### config.mk
export PLATFORM = sky130hd
export DESIGN_NAME = div_issue_ctrl_flat
export DESIGN_NICKNAME = d
export VERILOG_FILES = /design/src/rtl/muldiv_pkg.sv /design/src/rtl/div_issue_ctrl_if.sv /design/src/rtl/div_special_case.sv /design/src/rtl/div_issue_ctrl.sv /design/src/flat_wrapper.sv
export SDC_FILE = /design/constraint.sdc
export NUM_CORES = 1
export LEC_CHECK = 0
export ABC_CLOCK_PERIOD_IN_PS = 3400
export CORE_MARGIN = 5
export CORE_UTILIZATION = 50
export DETAILED_ROUTE_END_ITERATION = 10
export PLACE_DENSITY_LB_ADDON = 0.2
export SETUP_SLACK_MARGIN = 0.5
export SLEW_MARGIN = 10
export SYNTH_ARGS = -nofsm -noshare
export SYNTH_HDL_FRONTEND = slang
export SYNTH_SLANG_ARGS = --single-unit
### constraint.sdc
create_clock -name clk -period 3.4 [get_ports clk]
set_clock_uncertainty 0.2 [all_clocks]
set_input_delay 0.68 -clock clk [delete_from_list [all_inputs] [get_ports clk]]
set_output_delay 0.68 -clock clk [all_outputs]
set_load 0.02 [all_outputs]
### src/rtl/muldiv_pkg.sv
// Shared definitions between the DIV issue controller and the DIV unit.
package muldiv_pkg;

    localparam int unsigned OPC_W            = 2;
    localparam int unsigned OPC_UNSIGNED_BIT = 0;
    localparam int unsigned OPC_REM_BIT      = 1;
    localparam int unsigned ST_W             = 3;

    typedef enum logic [OPC_W-1:0] {
        DIV_OP_DIV  = 2'b00,
        DIV_OP_DIVU = 2'b01,
        DIV_OP_REM  = 2'b10,
        DIV_OP_REMU = 2'b11
    } div_op_e;

    typedef enum logic [ST_W-1:0] {
        ST_IDLE  = 3'd0,
        ST_ISSUE = 3'd1,
        ST_WAIT  = 3'd2,
        ST_RESP  = 3'd3,
        ST_DRAIN = 3'd4
    } div_ctrl_state_e;

endpackage

### src/rtl/div_issue_ctrl_if.sv
// EX <-> controller <-> DIV signal bundle.
//  master : the issue controller (drives ex_ready/ex_result and the DIV request)
//  slave  : the environment (EX stage plus DIV unit)
interface div_issue_ctrl_if
    import muldiv_pkg::*;
#(
    parameter int unsigned XLEN = 32
);
    logic             ex_valid;
    logic             ex_ready;
    logic             ex_flush;
    logic [OPC_W-1:0] ex_opcode;
    logic [XLEN-1:0]  ex_op1;
    logic [XLEN-1:0]  ex_op2;
    logic [XLEN-1:0]  ex_result;
    logic             div_in_valid;
    logic             div_in_ready;
    logic [OPC_W-1:0] div_opcode;
    logic [XLEN-1:0]  div_op1;
    logic [XLEN-1:0]  div_op2;
    logic             div_out_valid;
    logic [XLEN-1:0]  div_result;

    modport master (
        input  ex_valid, ex_flush, ex_opcode, ex_op1, ex_op2,
               div_in_ready, div_out_valid, div_result,
        output ex_ready, ex_result, div_in_valid, div_opcode, div_op1, div_op2
    );

    modport slave (
        output ex_valid, ex_flush, ex_opcode, ex_op1, ex_op2,
               div_in_ready, div_out_valid, div_result,
        input  ex_ready, ex_result, div_in_valid, div_opcode, div_op1, div_op2
    );
endinterface

### src/rtl/div_special_case.sv
// Resolves RISC-V divide-by-zero and signed-overflow results without the DIV unit.
//  opcode/op1/op2 in -> is_special (case detected), special_result (architectural result)
module div_special_case
    import muldiv_pkg::*;
#(
    parameter int unsigned XLEN = 32
) (
    input  logic [OPC_W-1:0] opcode,
    input  logic [XLEN-1:0]  op1,
    input  logic [XLEN-1:0]  op2,
    output logic             is_special,
    output logic [XLEN-1:0]  special_result
);
    localparam logic [XLEN-1:0] INT_MIN = {1'b1, {(XLEN-1){1'b0}}};

    always_comb begin
        is_special     = 1'b0;
        special_result = '0;
        if (op2 == '0) begin
            is_special     = 1'b1;
            special_result = opcode[OPC_REM_BIT] ? op1 : '1;
        end else if (!opcode[OPC_UNSIGNED_BIT] && (op1 == INT_MIN) && (op2 == '1)) begin
            is_special     = 1'b1;
            special_result = opcode[OPC_REM_BIT] ? '0 : op1;
        end
    end
endmodule

### src/rtl/div_issue_ctrl.sv
// EX-stage requester for the DIV unit: stalls EX while a div/rem is outstanding,
// resolves special cases locally and optionally replays the last DIV result.
//  clk, rst_b : clock, synchronous active-low reset
//  bus        : EX request/response and DIV in/out handshake (master side)
module div_issue_ctrl
    import muldiv_pkg::*;
#(
    parameter int unsigned XLEN     = 32,
    parameter bit          CACHE_EN = 1'b1
) (
    input logic              clk,
    input logic              rst_b,
    div_issue_ctrl_if.master bus
);
    localparam logic [ST_W-1:0] S_IDLE  = ST_IDLE;
    localparam logic [ST_W-1:0] S_ISSUE = ST_ISSUE;
    localparam logic [ST_W-1:0] S_WAIT  = ST_WAIT;
    localparam logic [ST_W-1:0] S_RESP  = ST_RESP;
    localparam logic [ST_W-1:0] S_DRAIN = ST_DRAIN;

    logic [ST_W-1:0]  state_q, state_d;
    logic [OPC_W-1:0] opc_q, opc_d;
    logic [XLEN-1:0]  op1_q, op1_d, op2_q, op2_d;
    logic [XLEN-1:0]  res_q, res_d;
    logic             ex_ready_q, ex_ready_d;
    logic             div_in_valid_q, div_in_valid_d;
    logic             cache_vld_q, cache_vld_d;
    logic [OPC_W-1:0] cache_opc_q, cache_opc_d;
    logic [XLEN-1:0]  cache_op1_q, cache_op1_d, cache_op2_q, cache_op2_d;
    logic [XLEN-1:0]  cache_res_q, cache_res_d;

    logic             is_special;
    logic [XLEN-1:0]  special_result;
    logic             cache_hit_c;

    div_special_case #(.XLEN(XLEN)) u_special (
        .opcode         (bus.ex_opcode),
        .op1            (bus.ex_op1),
        .op2            (bus.ex_op2),
        .is_special     (is_special),
        .special_result (special_result)
    );

    assign cache_hit_c = CACHE_EN && cache_vld_q && (cache_opc_q == bus.ex_opcode) &&
                         (cache_op1_q == bus.ex_op1) && (cache_op2_q == bus.ex_op2);

    // Next-state / next-output logic
    always_comb begin
        state_d        = state_q;
        opc_d          = opc_q;
        op1_d          = op1_q;
        op2_d          = op2_q;
        res_d          = res_q;
        ex_ready_d     = 1'b0;
        div_in_valid_d = 1'b0;
        cache_vld_d    = cache_vld_q;
        cache_opc_d    = cache_opc_q;
        cache_op1_d    = cache_op1_q;
        cache_op2_d    = cache_op2_q;
        cache_res_d    = cache_res_q;

        case (state_q)
            S_IDLE: begin
                if (bus.ex_valid && !bus.ex_flush) begin
                    opc_d = bus.ex_opcode;
                    op1_d = bus.ex_op1;
                    op2_d = bus.ex_op2;
                    if (is_special) begin
                        res_d      = special_result;
                        ex_ready_d = 1'b1;
                        state_d    = S_RESP;
                    end else if (cache_hit_c) begin
                        res_d      = cache_res_q;
                        ex_ready_d = 1'b1;
                        state_d    = S_RESP;
                    end else begin
                        div_in_valid_d = 1'b1;
                        state_d        = S_ISSUE;
                    end
                end
            end
            S_ISSUE: begin
                if (bus.ex_flush) begin
                    // An acceptance in the flush cycle still leaves a result to swallow
                    state_d = (bus.div_in_ready && !bus.div_out_valid) ? S_DRAIN : S_IDLE;
                end else if (bus.div_in_ready) begin
                    state_d = S_WAIT;
                end else begin
                    div_in_valid_d = 1'b1;
                end
            end
            S_WAIT: begin
                // A result arriving in the flush cycle is dropped here instead of drained
                if (bus.ex_flush) begin
                    state_d = bus.div_out_valid ? S_IDLE : S_DRAIN;
                end
            end
            S_RESP: begin
                state_d = S_IDLE;
            end
            S_DRAIN: begin
                if (bus.div_out_valid) begin
                    state_d = S_IDLE;
                end
            end
            default: begin
                state_d = S_IDLE;
            end
        endcase

        // DIV result capture, shared by ISSUE (same-cycle response) and WAIT
        if (!bus.ex_flush && bus.div_out_valid &&
            ((state_q == S_WAIT) || ((state_q == S_ISSUE) && bus.div_in_ready))) begin
            res_d      = bus.div_result;
            ex_ready_d = 1'b1;
            state_d    = S_RESP;
            if (CACHE_EN) begin
                cache_vld_d = 1'b1;
                cache_opc_d = opc_q;
                cache_op1_d = op1_q;
                cache_op2_d = op2_q;
                cache_res_d = bus.div_result;
            end
        end
    end

    // State and output registers
    always_ff @(posedge clk) begin
        if (!rst_b) begin
            state_q        <= S_IDLE;
            opc_q          <= '0;
            op1_q          <= '0;
            op2_q          <= '0;
            res_q          <= '0;
            ex_ready_q     <= 1'b0;
            div_in_valid_q <= 1'b0;
            cache_vld_q    <= 1'b0;
            cache_opc_q    <= '0;
            cache_op1_q    <= '0;
            cache_op2_q    <= '0;
            cache_res_q    <= '0;
        end else begin
            state_q        <= state_d;
            opc_q          <= opc_d;
            op1_q          <= op1_d;
            op2_q          <= op2_d;
            res_q          <= res_d;
            ex_ready_q     <= ex_ready_d;
            div_in_valid_q <= div_in_valid_d;
            cache_vld_q    <= cache_vld_d;
            cache_opc_q    <= cache_opc_d;
            cache_op1_q    <= cache_op1_d;
            cache_op2_q    <= cache_op2_d;
            cache_res_q    <= cache_res_d;
        end
    end

    assign bus.ex_ready     = ex_ready_q;
    assign bus.ex_result    = res_q;
    assign bus.div_in_valid = div_in_valid_q;
    assign bus.div_opcode   = opc_q;
    assign bus.div_op1      = op1_q;
    assign bus.div_op2      = op2_q;
endmodule

### src/flat_wrapper.sv
// flat-port wrapper written by rule: the top's interface ports become plain ports
module div_issue_ctrl_flat import muldiv_pkg::*;
#(
    parameter int unsigned XLEN     = 32,
    parameter bit          CACHE_EN = 1'b1
)
  (clk, rst_b, bus_ex_valid, bus_ex_flush, bus_ex_opcode, bus_ex_op1, bus_ex_op2, bus_div_in_ready, bus_div_out_valid, bus_div_result, bus_ex_ready, bus_ex_result, bus_div_in_valid, bus_div_opcode, bus_div_op1, bus_div_op2);
  div_issue_ctrl_if #(.XLEN(XLEN)) bus_i ();
  input logic clk;
  input logic rst_b;
  input wire logic [$bits(bus_i.ex_valid)-1:0] bus_ex_valid;
  input wire logic [$bits(bus_i.ex_flush)-1:0] bus_ex_flush;
  input wire logic [$bits(bus_i.ex_opcode)-1:0] bus_ex_opcode;
  input wire logic [$bits(bus_i.ex_op1)-1:0] bus_ex_op1;
  input wire logic [$bits(bus_i.ex_op2)-1:0] bus_ex_op2;
  input wire logic [$bits(bus_i.div_in_ready)-1:0] bus_div_in_ready;
  input wire logic [$bits(bus_i.div_out_valid)-1:0] bus_div_out_valid;
  input wire logic [$bits(bus_i.div_result)-1:0] bus_div_result;
  output wire logic [$bits(bus_i.ex_ready)-1:0] bus_ex_ready;
  output wire logic [$bits(bus_i.ex_result)-1:0] bus_ex_result;
  output wire logic [$bits(bus_i.div_in_valid)-1:0] bus_div_in_valid;
  output wire logic [$bits(bus_i.div_opcode)-1:0] bus_div_opcode;
  output wire logic [$bits(bus_i.div_op1)-1:0] bus_div_op1;
  output wire logic [$bits(bus_i.div_op2)-1:0] bus_div_op2;
  assign bus_i.ex_valid = bus_ex_valid;
  assign bus_i.ex_flush = bus_ex_flush;
  assign bus_i.ex_opcode = bus_ex_opcode;
  assign bus_i.ex_op1 = bus_ex_op1;
  assign bus_i.ex_op2 = bus_ex_op2;
  assign bus_i.div_in_ready = bus_div_in_ready;
  assign bus_i.div_out_valid = bus_div_out_valid;
  assign bus_i.div_result = bus_div_result;
  assign bus_ex_ready = bus_i.ex_ready;
  assign bus_ex_result = bus_i.ex_result;
  assign bus_div_in_valid = bus_i.div_in_valid;
  assign bus_div_opcode = bus_i.div_opcode;
  assign bus_div_op1 = bus_i.div_op1;
  assign bus_div_op2 = bus_i.div_op2;
  div_issue_ctrl #(.XLEN(XLEN), .CACHE_EN(CACHE_EN)) u_core (.clk(clk), .rst_b(rst_b), .bus(bus_i));
endmodule
# After elaboration in Yosys (flattened, before gate mapping)
# Index checks and enable logic that the tools add are counted.
op_classes:
  n_eq_ne: 16
  mux: 33
  n_bitwise: 1
  n_reduce_logical: 24
op_table:
  columns: ["op", "count"]
  rows:
  - ["$mux W32", 9]
  - ["$eq A32 B32 Y1", 2]
  - ["$eq A32 B32 Y1 const B", 2]
  - ["$logic_not A32 Y1", 1]
  - ["$mux W3", 8]
  - ["$mux W1", 12]
  - ["$pmux W3 S4", 1]
  - ["$logic_and A1 B1 Y1", 10]
  - ["$reduce_and A4 Y1", 2]
  - ["$ne A3 B3 Y1 const B", 2]
  - ["$mux W2", 2]
  - ["$ne A2 B2 Y1 const B", 2]
  - ["$ne A4 B4 Y1 const B", 1]
  - ["$reduce_bool A2 Y1", 2]
  - ["$eq A3 B1 Y1 const B", 1]
  - ["$eq A3 B2 Y1 const B", 1]
  - ["$eq A3 B3 Y1 const B", 1]
  - ["$logic_not A1 Y1", 3]
  - ["$logic_not A3 Y1", 1]
  - ["$ne A3 B1 Y1 const B", 1]
  - ["$ne A3 B2 Y1 const B", 1]
  - ["$reduce_and A3 Y1", 1]
  - ["$reduce_bool A3 Y1", 1]
  - ["$eq A2 B2 Y1", 1]
  - ["other kinds (6)", 6]
totals:
  regBits: 202
  input_bits: 104
  output_inout_bits: 100
  word_cells: 87

# Logic depth before layout (Yosys ltp)
logic_depth:
  word_depth: 9
  depth_mapped: 8
  mapped_depth_nobuf: 7

# Modules after synthesis
# A second synthesis with hierarchy kept.
unflattened:
  hier_cells: 1172
  area_unflattened_um2: 9263.9
by_module_without_submodules:
  columns: ["mod", "instances", "cells_each", "area_per_inst_um2", "seq_area_each_um2"]
  rows:
  - ["div_issue_ctrl", 1, 1096, 8740.9, 4043.9]
  - ["div_special_case", 1, 76, 523.0, 0.0]

# Least setup slack after synthesis
# Ideal clock, no wire load.
synth_timing:
  path_kind: "in2reg"
  from: "in bus_ex_op1[27]"
  to: "reg u_core.res_q[10], in the netlist u_core.bus.ex_result[10]"
  setup_ns: 0.120
  t_arrival_ns: 2.571
  required_ns: 3.080
  path_slack_ns: 0.509
  cell_stages: 8
  path_buffers: 1
  cell_sequence: "or4b_1 > or4_4 > nor4_4 > a21oi_2 > o31ai_2 > a21oi_4 > buf_6 > mux2i_1"
synth_via:
  elab_chain_cells: 9
  word_cells_on_any_way: 16
  classes_between: "2 x eq/ne; 8 x mux; 6 x reduce/logical"
synth_rtl:
  columns: ["element", "line_no", "source"]
  rows:
  - ["start: declaration", "flat_wrapper.sv:14", "input wire logic [$bits(bus_i.ex_op1)-1:0] bus_ex_op1;"]
  - ["$eq A32 B32 Y1", "div_special_case.sv:22", "end else if (!opcode[OPC_UNSIGNED_BIT] && (op1 == INT_MIN) && (op2 == '1)) begin"]
  - ["$logic_and A1 B1 Y1 (2 in a row)", "div_special_case.sv:22", null]
  - ["$mux W32 / $mux W1 (equally long branches)", "div_special_case.sv:22", null]
  - ["$mux W32 / $mux W1 (equally long branches)", "div_special_case.sv:19", "if (op2 == '0) begin"]
  - ["$mux W32", "div_issue_ctrl.sv:68", "if (is_special) begin"]
  - ["$mux W32", "div_issue_ctrl.sv:64", "if (bus.ex_valid && !bus.ex_flush) begin"]
  - ["$mux W32", "div_issue_ctrl.sv:62", "case (state_q)"]
  - ["$mux W32", "div_issue_ctrl.sv:112", "if (!bus.ex_flush && bus.div_out_valid &&"]
  - ["end signal: assignment", "div_issue_ctrl.sv:147", "res_q <= res_d;"]
  - ["end: declaration", "div_issue_ctrl.sv:24", "logic [XLEN-1:0] res_q, res_d;"]
# Several ways; a longest one is shown, not always the timed one. The select of a mux whose other input is x is not followed.
# A chain may end at the register's enable or synchronous reset.

# Worst setup path after layout
layout_timing:
  from: "in bus_ex_op2[19]"
  to: "reg u_core.res_q[28], in the netlist u_core.bus.ex_result[28]"
layout_via:
  elab_chain_cells: 8
  word_cells_on_any_way: 15
  classes_between: "2 x eq/ne; 8 x mux; 5 x reduce/logical"
layout_rtl:
  columns: ["element", "line_no", "source"]
  rows:
  - ["start: declaration", "flat_wrapper.sv:15", "input wire logic [$bits(bus_i.ex_op2)-1:0] bus_ex_op2;"]
  - ["$eq A32 B32 Y1", "div_special_case.sv:22", null]
  - ["$logic_and A1 B1 Y1", "div_special_case.sv:22", null]
  - ["$mux W32 / $mux W1 (equally long branches)", "div_special_case.sv:22", null]
  - ["$mux W32 / $mux W1 (equally long branches)", "div_special_case.sv:19", null]
  - ["$mux W32", "div_issue_ctrl.sv:68", null]
  - ["$mux W32", "div_issue_ctrl.sv:64", null]
  - ["$mux W32", "div_issue_ctrl.sv:62", null]
  - ["$mux W32", "div_issue_ctrl.sv:112", null]
# Several ways; a longest one is shown, not always the timed one. The select of a mux whose other input is x is not followed.

==> metrics.yaml <==
power_and_ir_drop:
  peakVddDrop_mv: 0.336
  power_frac_clock: 0.430
  power_frac_comb: 0.114
  pwr_density_cell_nw_per_um2: 443
  p_leak_nw: 4.39
  pwr-share-seq: 0.455
  p_total_mw: 5.39
  swShare: 0.242
  switchingPower_mw: 1.31
  p_int_mw: 4.08
status:
  status: "complete, no violations"
sta:
  slew_violations: 0
  fin_crit_sh: 0.845
  finalSetupTns_ps: 0
  rsz0062_at_grt: "false"
  fin_ws_ps: 528
  tightestPinTransition_ps: 779
  hold_ws_ps: 251
  period_minus_slack_ps: 2870
  fmax_mhz: 348
  setup_viol: 0
  relSlewSlack: 0.480
  hold_viol: 0
route:
  avgViaCountPerCell: 5.61
  drcViolationCount: 0
  finalWirelength_um: 29400
  first_iter_violations: 837
  wire_per_inst_um: 19.0
  dr.pass1.iters: 5
  ant_nets: 0
  num_vias: 8665
synthesis:
  synth_edf_count: 0
  netlist_area_um2: 8620
  synth-simple-area-share: 0.230
  synth_compound_area_frac: 0.164
  syn_nets: 1204
  synth_fa_ha_area_frac: 0
  ys.warnings.count: 0
  avgSynthCellArea_um2: 7.84
  synth_top_family_by_area: "simple AND/OR/NAND/NOR gates"
  ys_seq_area_frac: 0.469
  synth_mux_area_frac: 0.0371
  synthFlopType: "dfxtp_1"
  syn_inst: 1100
  ys_types: 43
  synthXorXnorAreaFrac: 0.0619
  ys_seq_elements: 202
  synthArstFlopShare: 0
min_path:
  worstHoldPathType: "flip-flop to flip-flop"
cells_and_area:
  drive_above_1_share: 0.0993
  diodes: 0
  finalCoreUtilization: 0.710
  syn_to_final_growth_pct: 40.9
  final_nets: 1412
cts:
  clk_path_buf_depth: 3
  insertion_delay_ps: 490
  cts_tree: "yes"
  root_buffer: "clkbuf_16"
  path_clk_slew_ps: 60
  numCtsBuffers: 21
  htreeDepth: 1
  clock-sinks: 202
floorplanning:
  dieArea_um2: 20000
  die_w_um: 141
  initial_core_util: 0.504
  pin_count: 204
  fp.dieH_um: 141
  rows: 48
  core_um2: 17100
global_route:
  grt_usage: 0.277
  grt_pass1_wl_um: 44700
  grt-ovfl-total: 0
  grt_antenna_before_repair: 1
  grt_pass1_vias: 8295
  grt_start_max_net_pins: 74
placement:
  portBuffers: 203
  pre_cts_slack_ps: -84.1
  globalplace.congestion: 0.949
  hpwl_um: 19900
setup_path:
  critPathLaunchType: "input port"
  crit_slowest_cell: "clkdlybuf4s50_1"
  cp_top_family: "simple AND/OR/NAND/NOR gates"
  crit_fanout: 17
  cp.required_ps: 3620
  cp-end-kind: "flip-flop"
  cp_data_arrival_time_ps: 3090
  cpPeakStageDelay_ps: 460
  crit_buf_inv: 3
  path_class: "input port to flip-flop"
  crit_chain: "clkdlybuf4s50_1 -> buf_4 -> nor4_1 -> nand4_1 -> nor3_4 -> buf_12 -> o21ai_0 -> a31o_1 -> mux2i_1"
run:
  max-cap-violations: 0
power by group through the flow:
stage	Combinational [mW]	Sequential, mW	Clock (mW)
after global placement	0.593	2.50	0
after global routing	0.653	2.46	2.43
after floorplan	0.197	2.54	0
after detailed placement	0.598	2.50	0
after CTS	0.605	2.45	2.33
final	0.616	2.45	2.32
synthesized netlist by cell type, drive strengths merged, types with 2 or more instances:
library cell / instances / area [um^2]
nor4b: 3 / 26.3
o21ai: 35 / 175
xor2: 21 / 184
nand2: 396 / 1490
a21oi: 171 / 871
nand4b: 2 / 17.5
nor4: 21 / 146
buf: 10 / 60.1
dfxtp: 202 / 4040
inv: 7 / 26.3
nand4: 20 / 125
xnor2: 40 / 350
mux2i: 32 / 320
clkbuf: 65 / 244
a31o: 32 / 280
nor2: 11 / 41.3
nor2b: 2 / 12.5
nand3: 5 / 25.0
o22ai: 2 / 12.5
nor3: 4 / 20.0
nand2b: 3 / 18.8
cells by family after synthesis:
group / Yosys count
and+or+nand+nor: 474
DFF: 202
buffers and inverters: 82
AOI/OAI and AO/OA: 249
muxes: 32
xor gates and xnor gates: 61
flip-flops by register name, summed over array words and instances (netlist names):
| name | cells |
|---|---|
| u_core.cache_opc_q | 2 |
| u_core.bus.div_opcode | 2 |
| u_core.state_q | 3 |
| u_core.bus.div_op1 | 32 |
| u_core.cache_op1_q | 32 |
| u_core.bus.ex_ready | 1 |
| u_core.bus.div_in_valid | 1 |
| u_core.bus.ex_result | 32 |
| u_core.cache_op2_q | 32 |
| u_core.cache_vld_q | 1 |
| u_core.bus.div_op2 | 32 |
| u_core.cache_res_q | 32 |
tightest hold or removal path: stages (launching register included):
cell and delay, ps:
dfxtp_1 310, nand2_1 50, a21oi_1 50
through the flow:
stage	cell area, um^2	instances
after global placement	11100	1501
final	12100	1544
after floorplan	8620	1100
after CTS	11900	1540
after detailed placement	11100	1501
after global routing	12100	1544
layout make-up:
type	instances	area, um^2
Fill cell	1405	4970
Multi-Input combinational cell	816	4420
Sequential cell	202	4040
Timing Repair Buffer	260	2690
Clock buffer	28	602
Tap cell	225	282
Clock inverter	6	80.1
Inverter	7	31.3
final timing paths:
path,start,end,slack [ps],depth (start not counted)
setup reg to reg,u_core.cache_op2_q[26],u_core.bus.ex_result[21],880,8
hold / removal,u_core.cache_res_q[18],u_core.cache_res_q[18],250,2
hold reg to reg,u_core.cache_res_q[18],u_core.cache_res_q[18],250,2
setup / recovery,bus_ex_op2[19],u_core.bus.ex_result[28],530,9
cell usage in the layout (no fill, tap or decap), types with 3 or more instances in the layout:
| cell | instances |
|---|---|
| dfxtp_1 | 202 |
| a31o_1 | 23 |
| a21oi_1 | 169 |
| nor3_1 | 3 |
| dlymetal6s2s_1 | 9 |
| clkbuf_16 | 23 |
| clkbuf_8 | 5 |
| o21ai_1 | 3 |
| xnor2_2 | 7 |
| o21ai_0 | 32 |
| nor2_1 | 11 |
| mux2i_1 | 32 |
| xnor2_1 | 33 |
| nand2_2 | 3 |
| buf_16 | 3 |
| buf_12 | 10 |
| clkinv_2 | 4 |
| nor4_2 | 6 |
| dlygate4sd2_1 | 4 |
| buf_4 | 41 |
| clkdlybuf4s50_1 | 187 |
| nand3_1 | 5 |
| nand2b_1 | 3 |
| a31o_2 | 9 |
| nand2_1 | 391 |
| inv_1 | 6 |
| nand4_1 | 20 |
| nor4_1 | 14 |
| xor2_1 | 21 |
repair_timing:
action	in CTS	in global routing
pin swaps	8	17
gates resized for setup	14	34
buffers inserted	2	2
hold buffers	0	0
cloned	3	2
setup endpoints to repair	33	34
routing by layer:
metal / GRT usage / wire [um] / share of wire
met1: 0.378 / 12400 / 0.42
met2: 0.441 / 13900 / 0.47
met3: 0.0597 / 2400 / 0.082
met4: 0.0862 / 790 / 0.027
met5: 0 / 7 / 0.00024
Note: power is estimated with default switching activity, not from simulation.
